<file path="src/rtl/stack_down_oob_arb_if.sv">
`default_nettype none
// ============================================================================
//  Module      : stack_down_oob_arb_if
//  Description : Bundle of the manager-side OOB request ports and the
//                stack-side forwarded beat of the down-stream OOB arbiter.
//                slave  : view taken by the arbiter itself.
//                master : view taken by the surrounding managers/stack.
//  Signals     : mgr__std__oob_valid/ready  per-manager handshake
//                mgr__std__oob_cntl/type/data packed per-manager beat,
//                                             manager i at [i*W +: W]
//                std__stk__oob_valid, stk__std__oob_ready  stack handshake
//                std__stk__oob_cntl/type/data/mgrId       forwarded beat
//  Revision    : 1.0 - initial release
// ============================================================================
interface stack_down_oob_arb_if #(
    parameter int NUM_MGR = 4,
    parameter int CNTL_W  = 2,
    parameter int TYPE_W  = 4,
    parameter int DATA_W  = 64
);
    localparam int MGR_W = (NUM_MGR > 1) ? $clog2(NUM_MGR) : 1;

    logic [NUM_MGR-1:0]        mgr__std__oob_valid;
    logic [NUM_MGR-1:0]        std__mgr__oob_ready;
    logic [NUM_MGR*CNTL_W-1:0] mgr__std__oob_cntl;
    logic [NUM_MGR*TYPE_W-1:0] mgr__std__oob_type;
    logic [NUM_MGR*DATA_W-1:0] mgr__std__oob_data;

    logic                      std__stk__oob_valid;
    logic                      stk__std__oob_ready;
    logic [CNTL_W-1:0]         std__stk__oob_cntl;
    logic [TYPE_W-1:0]         std__stk__oob_type;
    logic [DATA_W-1:0]         std__stk__oob_data;
    logic [MGR_W-1:0]          std__stk__oob_mgrId;

    modport slave (
        input  mgr__std__oob_valid,
        output std__mgr__oob_ready,
        input  mgr__std__oob_cntl,
        input  mgr__std__oob_type,
        input  mgr__std__oob_data,
        output std__stk__oob_valid,
        input  stk__std__oob_ready,
        output std__stk__oob_cntl,
        output std__stk__oob_type,
        output std__stk__oob_data,
        output std__stk__oob_mgrId
    );

    modport master (
        output mgr__std__oob_valid,
        input  std__mgr__oob_ready,
        output mgr__std__oob_cntl,
        output mgr__std__oob_type,
        output mgr__std__oob_data,
        input  std__stk__oob_valid,
        output stk__std__oob_ready,
        input  std__stk__oob_cntl,
        input  std__stk__oob_type,
        input  std__stk__oob_data,
        input  std__stk__oob_mgrId
    );
endinterface
`default_nettype wire

</file>
<file path="src/rtl/stack_down_oob_arb.sv">
`default_nettype none
// ============================================================================
//  Module      : stack_down_oob_arb
//  Description : Round-robin, packet-locked arbiter merging NUM_MGR manager
//                OOB request streams into one registered stack-side stream.
//                A SOM locks the winner until its EOM; single-beat packets
//                (SOM_EOM) release immediately. Out-of-place beats raise a
//                sticky protocol error.
//  Ports       : clk                    rising-edge clock
//                reset_poweron          synchronous, active-low reset
//                bus (slave modport)    manager requests / stack output
//                std__sys__oob_protErr  sticky protocol-error flag
//  Revision    : 1.0 - initial release
// ============================================================================
module stack_down_oob_arb #(
    parameter int NUM_MGR = 4,
    parameter int CNTL_W  = 2,
    parameter int TYPE_W  = 4,
    parameter int DATA_W  = 64
) (
    input  wire logic             clk,
    input  wire logic             reset_poweron,
    stack_down_oob_arb_if.slave   bus,
    output logic                  std__sys__oob_protErr
);
    localparam int MGR_W = (NUM_MGR > 1) ? $clog2(NUM_MGR) : 1;

    localparam logic [0:0] c_idle = 1'b0;
    localparam logic [0:0] c_pkt  = 1'b1;

    // ------------------------------------------------------------------------
    // State and registers
    // ------------------------------------------------------------------------
    logic [0:0]        state_q,     state_d;
    logic [MGR_W-1:0]  rr_ptr_q,    rr_ptr_d;
    logic [MGR_W-1:0]  lock_q,      lock_d;
    logic              prot_err_q,  prot_err_d;
    logic              out_valid_q, out_valid_d;
    logic [CNTL_W-1:0] out_cntl_q,  out_cntl_d;
    logic [TYPE_W-1:0] out_type_q,  out_type_d;
    logic [DATA_W-1:0] out_data_q,  out_data_d;
    logic [MGR_W-1:0]  out_mgr_q,   out_mgr_d;

    // ------------------------------------------------------------------------
    // Combinational wires
    // ------------------------------------------------------------------------
    logic [MGR_W-1:0]   w_grant;
    logic               w_grant_vld;
    logic               w_can_accept;
    logic               w_fire;
    logic               w_fwd;
    logic [NUM_MGR-1:0] w_ready;
    logic [CNTL_W-1:0]  w_cntl;
    logic [TYPE_W-1:0]  w_type;
    logic [DATA_W-1:0]  w_data;
    logic               w_sop;
    logic               w_eop;

    // The output slot can take a new beat when empty or being drained now.
    assign w_can_accept = !out_valid_q || bus.stk__std__oob_ready;

    assign w_cntl = bus.mgr__std__oob_cntl[w_grant*CNTL_W +: CNTL_W];
    assign w_type = bus.mgr__std__oob_type[w_grant*TYPE_W +: TYPE_W];
    assign w_data = bus.mgr__std__oob_data[w_grant*DATA_W +: DATA_W];

    // cntl encoding: bit0 marks start-class (SOM, SOM_EOM),
    // bit1 marks end-class (EOM, SOM_EOM); 2'b00 is MOM.
    assign w_sop = w_cntl[0];
    assign w_eop = w_cntl[1];

    assign w_fire = reset_poweron && w_grant_vld && w_can_accept &&
                    bus.mgr__std__oob_valid[w_grant];

    // ------------------------------------------------------------------------
    // FSM: state register
    // ------------------------------------------------------------------------
    always_ff @(posedge clk) begin : p_state_reg
        if (!reset_poweron) begin
            state_q <= c_idle;
        end else begin
            state_q <= state_d;
        end
    end

    // ------------------------------------------------------------------------
    // FSM: next state
    // ------------------------------------------------------------------------
    always_comb begin : p_state_next
        state_d = state_q;
        case (state_q)
            c_idle:  if (w_fire && w_sop && !w_eop) state_d = c_pkt;
            c_pkt:   if (w_fire && w_eop)           state_d = c_idle;
            default: state_d = c_idle;
        endcase
    end

    // ------------------------------------------------------------------------
    // FSM: outputs (grant selection and per-manager ready)
    // In IDLE the search runs from rr_ptr upward; iterating the offset
    // downward lets the nearest requester overwrite farther ones. With no
    // requester the previous grant is kept. In PKT only the locked port is
    // eligible, whether or not it is currently presenting a beat.
    // ------------------------------------------------------------------------
    always_comb begin : p_fsm_out
        logic [MGR_W-1:0] v_idx;
        v_idx       = '0;
        w_grant     = lock_q;
        w_grant_vld = 1'b0;
        w_ready     = '0;
        if (state_q == c_idle) begin
            for (int k = NUM_MGR - 1; k >= 0; k--) begin
                v_idx = rr_ptr_q + MGR_W'(k);
                if (bus.mgr__std__oob_valid[v_idx]) begin
                    w_grant     = v_idx;
                    w_grant_vld = 1'b1;
                end
            end
        end else begin
            w_grant_vld = 1'b1;
        end
        // Reset gating keeps every ready low while reset_poweron is held.
        if (reset_poweron && w_grant_vld && w_can_accept) begin
            w_ready[w_grant] = 1'b1;
        end
    end

    // ------------------------------------------------------------------------
    // Datapath next values
    // ------------------------------------------------------------------------
    always_comb begin : p_data_next
        rr_ptr_d    = rr_ptr_q;
        lock_d      = lock_q;
        prot_err_d  = prot_err_q;
        w_fwd       = 1'b0;
        if (w_fire) begin
            if (state_q == c_idle) begin
                if (w_sop) begin
                    w_fwd  = 1'b1;
                    lock_d = w_grant;
                    if (w_eop) rr_ptr_d = w_grant + 1'b1;
                end else begin
                    // Stray MOM/EOM outside a packet: consumed and dropped,
                    // round-robin position untouched.
                    prot_err_d = 1'b1;
                end
            end else begin
                w_fwd = 1'b1;
                if (w_sop) prot_err_d = 1'b1;
                if (w_eop) rr_ptr_d = lock_q + 1'b1;
            end
        end

        out_valid_d = out_valid_q;
        out_cntl_d  = out_cntl_q;
        out_type_d  = out_type_q;
        out_data_d  = out_data_q;
        out_mgr_d   = out_mgr_q;
        if (w_fwd) begin
            out_valid_d = 1'b1;
            out_cntl_d  = w_cntl;
            out_type_d  = w_type;
            out_data_d  = w_data;
            out_mgr_d   = w_grant;
        end else if (bus.stk__std__oob_ready) begin
            out_valid_d = 1'b0;
        end
    end

    // ------------------------------------------------------------------------
    // Datapath registers
    // ------------------------------------------------------------------------
    always_ff @(posedge clk) begin : p_data_reg
        if (!reset_poweron) begin
            rr_ptr_q    <= '0;
            lock_q      <= '0;
            prot_err_q  <= 1'b0;
            out_valid_q <= 1'b0;
            out_cntl_q  <= '0;
            out_type_q  <= '0;
            out_data_q  <= '0;
            out_mgr_q   <= '0;
        end else begin
            rr_ptr_q    <= rr_ptr_d;
            lock_q      <= lock_d;
            prot_err_q  <= prot_err_d;
            out_valid_q <= out_valid_d;
            out_cntl_q  <= out_cntl_d;
            out_type_q  <= out_type_d;
            out_data_q  <= out_data_d;
            out_mgr_q   <= out_mgr_d;
        end
    end

    assign bus.std__mgr__oob_ready  = w_ready;
    assign bus.std__stk__oob_valid  = out_valid_q;
    assign bus.std__stk__oob_cntl   = out_cntl_q;
    assign bus.std__stk__oob_type   = out_type_q;
    assign bus.std__stk__oob_data   = out_data_q;
    assign bus.std__stk__oob_mgrId  = out_mgr_q;
    assign std__sys__oob_protErr    = prot_err_q;

endmodule
`default_nettype wire
</file>
<file path="src/flat_wrapper.sv">
// flat-port wrapper written by rule: the top's interface ports become plain ports
module stack_down_oob_arb_flat 
#(
    parameter int NUM_MGR = 4,
    parameter int CNTL_W  = 2,
    parameter int TYPE_W  = 4,
    parameter int DATA_W  = 64
)
  (clk, reset_poweron, std__sys__oob_protErr, bus_mgr__std__oob_valid, bus_std__mgr__oob_ready, bus_mgr__std__oob_cntl, bus_mgr__std__oob_type, bus_mgr__std__oob_data, bus_std__stk__oob_valid, bus_stk__std__oob_ready, bus_std__stk__oob_cntl, bus_std__stk__oob_type, bus_std__stk__oob_data, bus_std__stk__oob_mgrId);
  stack_down_oob_arb_if #(.NUM_MGR(NUM_MGR), .CNTL_W(CNTL_W), .TYPE_W(TYPE_W), .DATA_W(DATA_W)) bus_i ();
  input  wire logic clk;
  input  wire logic reset_poweron;
  output logic std__sys__oob_protErr;
  input wire logic [$bits(bus_i.mgr__std__oob_valid)-1:0] bus_mgr__std__oob_valid;
  output wire logic [$bits(bus_i.std__mgr__oob_ready)-1:0] bus_std__mgr__oob_ready;
  input wire logic [$bits(bus_i.mgr__std__oob_cntl)-1:0] bus_mgr__std__oob_cntl;
  input wire logic [$bits(bus_i.mgr__std__oob_type)-1:0] bus_mgr__std__oob_type;
  input wire logic [$bits(bus_i.mgr__std__oob_data)-1:0] bus_mgr__std__oob_data;
  output wire logic [$bits(bus_i.std__stk__oob_valid)-1:0] bus_std__stk__oob_valid;
  input wire logic [$bits(bus_i.stk__std__oob_ready)-1:0] bus_stk__std__oob_ready;
  output wire logic [$bits(bus_i.std__stk__oob_cntl)-1:0] bus_std__stk__oob_cntl;
  output wire logic [$bits(bus_i.std__stk__oob_type)-1:0] bus_std__stk__oob_type;
  output wire logic [$bits(bus_i.std__stk__oob_data)-1:0] bus_std__stk__oob_data;
  output wire logic [$bits(bus_i.std__stk__oob_mgrId)-1:0] bus_std__stk__oob_mgrId;
  assign bus_i.mgr__std__oob_valid = bus_mgr__std__oob_valid;
  assign bus_std__mgr__oob_ready = bus_i.std__mgr__oob_ready;
  assign bus_i.mgr__std__oob_cntl = bus_mgr__std__oob_cntl;
  assign bus_i.mgr__std__oob_type = bus_mgr__std__oob_type;
  assign bus_i.mgr__std__oob_data = bus_mgr__std__oob_data;
  assign bus_std__stk__oob_valid = bus_i.std__stk__oob_valid;
  assign bus_i.stk__std__oob_ready = bus_stk__std__oob_ready;
  assign bus_std__stk__oob_cntl = bus_i.std__stk__oob_cntl;
  assign bus_std__stk__oob_type = bus_i.std__stk__oob_type;
  assign bus_std__stk__oob_data = bus_i.std__stk__oob_data;
  assign bus_std__stk__oob_mgrId = bus_i.std__stk__oob_mgrId;
  stack_down_oob_arb #(.NUM_MGR(NUM_MGR), .CNTL_W(CNTL_W), .TYPE_W(TYPE_W), .DATA_W(DATA_W)) u_core (.clk(clk), .reset_poweron(reset_poweron), .bus(bus_i), .std__sys__oob_protErr(std__sys__oob_protErr));
endmodule
</file>
<file path="config.mk">
export PLATFORM = sky130hd
export DESIGN_NAME = stack_down_oob_arb_flat
export DESIGN_NICKNAME = d
export VERILOG_FILES = /design/src/rtl/stack_down_oob_arb_if.sv /design/src/rtl/stack_down_oob_arb.sv /design/src/flat_wrapper.sv
export SDC_FILE = /design/constraint.sdc
export NUM_CORES = 1
export LEC_CHECK = 0
export BUFFER_PORTS_ARGS = -buffer_cell sky130_fd_sc_hd__buf_2
export CELL_PAD_IN_SITES_DETAIL_PLACEMENT = 0
export CELL_PAD_IN_SITES_GLOBAL_PLACEMENT = 1
export CORE_MARGIN = 8
export CORE_UTILIZATION = 25
export DETAILED_ROUTE_END_ITERATION = 8
export PLACE_DENSITY = 0.74
export SLEW_MARGIN = 10
export SYNTH_ARGS = -nofsm -noshare
export SYNTH_HDL_FRONTEND = slang
export SYNTH_SLANG_ARGS = --single-unit
</file>
<file path="constraint.sdc">
create_clock -name clk -period 3.6 [get_ports clk]
set_input_delay 0.54 -clock clk [delete_from_list [all_inputs] [get_ports clk]]
set_output_delay 0.54 -clock clk [all_outputs]
set_load 0.01 [all_outputs]
</file>
==> run summary, run 1 <==
Outcome - completed
Syn Inst Count - 858
Die Footprint - 26590 sq um
Cts hold-fix bufs - 0
Final Max Slew Viols - 0
Fin nets - 1467
Hold Slack - 0.4676 ns
Largest net degree at the start of global routing - 83
Drt first pass iters - 7
Final Util - 0.3567
Avg Vias per Cell - 4.612
RSZ-0062 raised after global routing - no
Dpl cells - 1443
Library cells used by synthesis - 44
Post-synth top area share - 0.2925
Mux cell area share after synthesis - 0.02522
Required @ worst endpoint - 3.06 ns
Clk sinks - 79
Final Hold Fails - 0
Worst r2r path cells - 14
Initial antenna violation count - 0
Initial DRC Count - 288
CTS root buf - clkbuf_16
Worst Setup End Kind - output pin
DP Worst Slack - 0.1750 ns
Vias in the first global route - 6725
CTS tree - done
Port bufs - 364
Finished Layout Cells - 1459
Max_cap viols - 0
Slew HR - 0.4116
Hold path depth - 2
Vias post-DR - 6729
Routed Antenna Nets - 0
# IOs - 365
Synth Area in Compound Gates - 0.1078
CTS H-Tree Depth - 3
Reg-to-Reg End - u_core.bus.std__stk__oob_data[12]
Layout filler cell count - 2497
CTS clock-pin slew for the worst setup and hold paths - 0.06 ns
CTS max path bufs - 2
Max Clock Freq - 298.8 MHz
Hold Path End - u_core.bus.std__stk__oob_data[21]
First-pass GRT wire length - 36510 microns
Seq cells post-synth - 79
GP Congestion - 0.8007
Synth Area in XOR/XNOR - 0
DRC Markers - 0
Simple-Gate Fraction of Synth Area - 0.4919
Maximum VDD drop - 0.6875 mV
Share of cells above drive strength 1 - 0.3418
Hold crit path type - reg2reg
Starting Density - 0.2509
Final Cycle Share - 0.9297
R2r startpoint - u_core.rr_ptr_q[0]
Tmin final - 3.347 ns
Final setup vio count - 0
Crit-path max FO - 72
Async S/R FF share, synth - 0
Final WS setup - 0.2531 ns
Synth Warn # - 0
Synth top area cells - dfxtp_1, nand2_1, nand3_1
Area share of fa/ha/maj cells after synthesis - 0.01388
Final instance area - 7687 sq um
Worst-margin pin slew - 0.8826 ns
CORE AREA - 21550 sq um
GR Overflow Total - 0
Lkg Pwr - 3.784 nW
Cell Pwr Density - 978.2 nW/um^2
Tot GR Track Use - 0.1706
Pwr Total - 7.519 mW
Die Span Y - 163.1 microns
Worst EP arrival - 2.81 ns
Setup repair bufs after CTS - 0
Startpoint types - flop
Largest family of logic cells by synthesized area - simple AND/OR/NAND/NOR gates
Synthesized area - 5408 sq um
Area growth from synthesis to layout - 42.16%
Yosys top cell by area - dfxtp_1
Top-count cell post-synth - nand2_1
Clock skew - 0.01058 ns
Dpl hpwl - 17670 microns
Worst skew pair latency - 0.33 ns
Wire length per cell - 16.10 microns
Placed Area - 7381 sq um
Register area - 1582 sq um
Register area share after synthesis - 0.2925
Area taken by multi-input logic gates - 3472 sq um
Mapped Avg Cell Area - 6.303 sq um
Ant. Diodes - 0
EDFF count, synth - 0
Cell row count - 54
Flop-to-flop setup slack - 0.47 ns
Syn_nets - 1151
Setup CP Type - reg2out
Commonest cells post-synth - nand2_1, nand3_1, dfxtp_1
Hold path startpoint - u_core.bus.std__stk__oob_data[21]
Main flop type after synthesis - dfxtp_1
TNS Setup - 0 ns
Die X - 163.1 microns
Routed WL - 23500 microns
# resized after CTS - 0
CTS Buf Count - 9
sequential cells by signal, indices dropped and copies added, names as in the netlist:
name and count:
u_core.bus.std__stk__oob_data 64, u_core.bus.std__stk__oob_type 4, u_core.bus.std__stk__oob_cntl 2, u_core.bus.std__stk__oob_mgrId 2, u_core.lock_q 2, u_core.rr_ptr_q 2
u_core.bus.std__stk__oob_valid 1, u_core.state_q 1, u_core.std__sys__oob_protErr 1
how the worst max path moves through the flow:
stage,start,endpoint,depth (start not counted)
2_1_floorplan,bus_mgr__std__oob_valid[0],u_core.bus.std__stk__oob_cntl[0],16
3_3_place_gp,bus_mgr__std__oob_valid[0],u_core.bus.std__stk__oob_type[0],15
3_5_place_dp,bus_mgr__std__oob_valid[0],u_core.rr_ptr_q[0],15
4_1_cts,u_core.rr_ptr_q[1],bus_std__mgr__oob_ready[3],8
6_report,u_core.rr_ptr_q[1],bus_std__mgr__oob_ready[3],8
5_1_grt,u_core.rr_ptr_q[1],bus_std__mgr__oob_ready[1],8
final cells by class:
class | instances | area share
clock buffers | 12 | 0.03076
clock inverters | 4 | 0.009115
inverters | 8 | 0.004232
multi-input cells | 699 | 0.4517
flip-flops and latches | 79 | 0.2057
well taps | 280 | 0.04557
repair buffers | 377 | 0.2529
per-layer routing:
| metal | vias up | wire [microns] | GRT usage | part of all wire |
|---|---|---|---|---|
| met4 | 0 | 461 | 0.05546 | 0.020 |
| met5 | - | 0 | 0 | 0 |
| met1 | 2985 | 9978 | 0.2096 | 0.42 |
| li1 | 3488 | - | - | - |
| met3 | 25 | 1742 | 0.04612 | 0.074 |
| met2 | 231 | 11310 | 0.2842 | 0.48 |
where the power goes:
part	internal [mW]	switching [mW]	total [mW]
clock network	0.606	0.364	0.970
registers	1.22	0.195	1.42
logic	1.80	3.33	5.13
total	3.63	3.89	7.52
critical path, cell delays in order (launching register included):
cell and delay [ns]:
dfxtp_1 0.52, mux2_4 0.34, o22ai_2 0.13, nand3b_1 0.14, o311ai_4 0.10, buf_4 0.73
ha_1 0.28, and2_1 0.11, buf_2 0.13
placed cells by master, fill, tap and decap left out, drive strengths merged, types with 2 or more instances in the layout:
master,n
and2,4
inv,8
dfxtp,79
clkinv,2
and3,2
mux2i,11
buf,377
o211ai,2
o22ai,2
ha,6
mux2,2
nand2,286
nand3,205
a21oi,77
nand2b,72
a211oi,2
a21boi,4
a31oi,2
clkbuf,12
nor2,8
bufinv,2
logic make-up (layout without fill, tap and decap cells):
group | Yosys count | count (layout)
and+or+nand+nor | 582 | 582
AOI/OAI and AO/OA | 98 | 98
buffers and inverters | 80 | 401
DFF | 79 | 79
muxes | 13 | 13
adders and majority gates | 6 | 6
(Power assumes the default switching activity.)
==> run 2: changes to the inputs <==
--- a/config.mk
+++ b/config.mk
@@ -8,10 +8,10 @@
 export BUFFER_PORTS_ARGS = -buffer_cell sky130_fd_sc_hd__buf_2
 export CELL_PAD_IN_SITES_DETAIL_PLACEMENT = 0
 export CELL_PAD_IN_SITES_GLOBAL_PLACEMENT = 1
-export CORE_MARGIN = 8
-export CORE_UTILIZATION = 25
+export CORE_UTILIZATION = 28
+export CTS_BUF_LIST = sky130_fd_sc_hd__clkbuf_2
 export DETAILED_ROUTE_END_ITERATION = 8
-export PLACE_DENSITY = 0.74
+export PLACE_DENSITY = 0.82
 export SLEW_MARGIN = 10
 export SYNTH_ARGS = -nofsm -noshare
 export SYNTH_HDL_FRONTEND = slang
==> run summary, run 2 (synthesis results as in run 1) <==
Outcome - completed
Clk sinks - 79 (unchanged)
Max Clock Freq - 299.4 MHz (+0.19%)
CTS Buf Count - 9 (unchanged)
Die Span Y - 141.0 microns (-14%)
Layout filler cell count - 2103 (-16%)
Share of cells above drive strength 1 - 0.3427 (+0.0008482)
Avg Vias per Cell - 4.649 (+0.81%)
Final Cycle Share - 0.9279 (-0.001761)
First-pass GRT wire length - 31790 microns (-13%)
Flop-to-flop setup slack - 0.42 ns (-0.05 ns)
Fin nets - 1467 (unchanged)
Lkg Pwr - 3.690 nW (-2.5%)
Initial antenna violation count - 1 (+1)
Routed Antenna Nets - 0 (unchanged)
Worst skew pair latency - 0.56 ns (+0.23 ns)
Wire length per cell - 13.99 microns (-13%)
Port bufs - 364 (unchanged)
Int Power - 3.138 mW (-14%)
Sequential Power Share - 0.204 (+0.016)
Setup CP Type - reg2out
Largest net degree at the start of global routing - 86 (+3.6%)
Pwr Total - 6.912 mW (-8.1%)
Final Hold Fails - 0 (unchanged)
Sw Pwr - 3.775 mW (-3.0%)
Vias in the first global route - 6185 (-8.0%)
Crit-path max FO - 46 (-36%)
Drt first pass iters - 4 (-3)
Slew HR - 0.4297 (+0.01809)
Commonest non-fill, non-tap cell in the layout - buf_2
CTS H-Tree Depth - 3 (unchanged)
Cells along the critical path - mux2i_1, nor2_1, nand3b_1, o311ai_4, inv_2, buf_6, ha_1, and2_1, buf_2
CTS tree - done
Max_cap viols - 0 (unchanged)
Finished Layout Cells - 1440 (-1.3%)
Largest register FFs - 64 (unchanged)
Dpl cells - 1423 (-1.4%)
Starting Density - 0.2872 (+0.03628)
Tmin final - 3.341 ns (-0.006338 ns)
Hold crit path type - in2reg
CTS root buf - clkbuf_2
CP max stage cell - dfxtp_1
Routed WL - 20150 microns (-14%)
Initial DRC Count - 345 (+20%)
Cell Pwr Density - 924.5 nW/um^2 (-5.5%)
GR Overflow Total - 0 (unchanged)
Cts hold-fix bufs - 0 (unchanged)
Combinational group share of total power - 0.736 (+0.053)
Die Footprint - 19870 sq um (-25%)
Startpoint types - flop
Slowest stage delay, CP - 0.61 ns (-0.12 ns)
CORE AREA - 18830 sq um (-13%)
Maximum VDD drop - 0.5571 mV (-19%)
GP Congestion - 0.8363 (+4.4%)
Tot GR Track Use - 0.2003 (+0.02971)
DP Worst Slack - 0.1673 ns (-0.007757 ns)
Final WS setup - 0.2595 ns (+0.006338 ns)
Clock skew - 0.04808 ns (+0.03750 ns)
Final Max Slew Viols - 0 (unchanged)
Vias post-DR - 6695 (-0.51%)
TNS Setup - 0 ns (unchanged)
CTS max path bufs - 2 (unchanged)
Worst-margin pin slew - 0.8555 ns (-0.02713 ns)
Area taken by multi-input logic gates - 3472 sq um (unchanged)
Clock share of power - 0.060 (-0.069)
Worst EP arrival - 2.80 ns (about the same)
# IOs - 365 (unchanged)
DRC Markers - 0 (unchanged)
RSZ-0062 raised after global routing - no
Worst Setup End Kind - output pin
Die X - 141.0 microns (-14%)
Dpl hpwl - 14730 microns (-17%)
Final setup vio count - 0 (unchanged)
Required @ worst endpoint - 3.06 ns (about the same)
Register area - 1582 sq um (unchanged)
Most frequent cells in the layout - buf_2, nand2_1, nand3_1
Area growth from synthesis to layout - 38.27%
Switching Share - 0.5461 (+0.02882)
CTS clock-pin slew for the worst setup and hold paths - 0.26 ns (+0.20 ns)
Cell row count - 50 (-7.4%)
==> run 2: per-layer routing <==
metal,global-route usage,part of all wire
met3,0.04518,0.062
met5,0,0
met2,0.3519,0.49
met1,0.2391,0.42
met4,0.06979,0.019
==> run 2: area by class of cell <==
type / instances / share of cell area
clock buffer: 10 / 0.006693
multi-input combinational: 699 / 0.4644
sequential: 79 / 0.2115
tap: 260 / 0.04351
antenna: 1 / 0.0003347
timing repair buffer: 377 / 0.2642
clock inverter: 6 / 0.005020
inverter: 8 / 0.004351
==> run 2: path summary, 6_finish.rpt <==
path | startpoint | end | cells after the start
setup / recovery | u_core.rr_ptr_q[1] | bus_std__mgr__oob_ready[2] | 9
hold / removal | bus_mgr__std__oob_data[61] | u_core.bus.std__stk__oob_data[61] | 5
setup reg to reg | u_core.rr_ptr_q[1] | u_core.bus.std__stk__oob_data[18] | 14
hold reg to reg | u_core.bus.std__stk__oob_data[13] | u_core.bus.std__stk__oob_data[13] | 2
==> run 2: critical path, delay by kind of cell, from the launching register on <==
kind                     cells  cell delay [ns]
AND/OR/NAND/NOR              3             0.59
AO/OA/AOI/OAI                1             0.13
flip-flops                   1             0.61
adder cells (fa/ha/maj)      1             0.20
multiplexers                 1             0.14
buffers and inverters        3             0.60
==> run 2: repair_timing <==
item                                    CTS  global route
resized for setup                         1             5
buffers inserted                          0             0
endpoints found under the setup margin    2             4
==> run 2: per-stage QoR <==
stage | area, sq um | util | hold WS [ns]
finish | 7477 | 0.3971 | 0.3154
global route | 7477 | 0.3971 | 0.2707
CTS | 7460 | 0.3961 | 0.2312
detailed placement | 7368 | 0.3913 | 0.4569
global placement | 7368 | 0.3913 | 0.4490
floorplan | 5408 | - | 0.4475
==> run 2: power groups by stage <==
stage	combinational, mW	sequential, mW	clock, mW
after global routing	5.72	1.46	0.469
after CTS	5.12	1.41	0.447
final	5.08	1.41	0.417
after floorplan	3.60	1.56	0
after detailed placement	5.10	1.43	0
after global placement	5.09	1.42	0
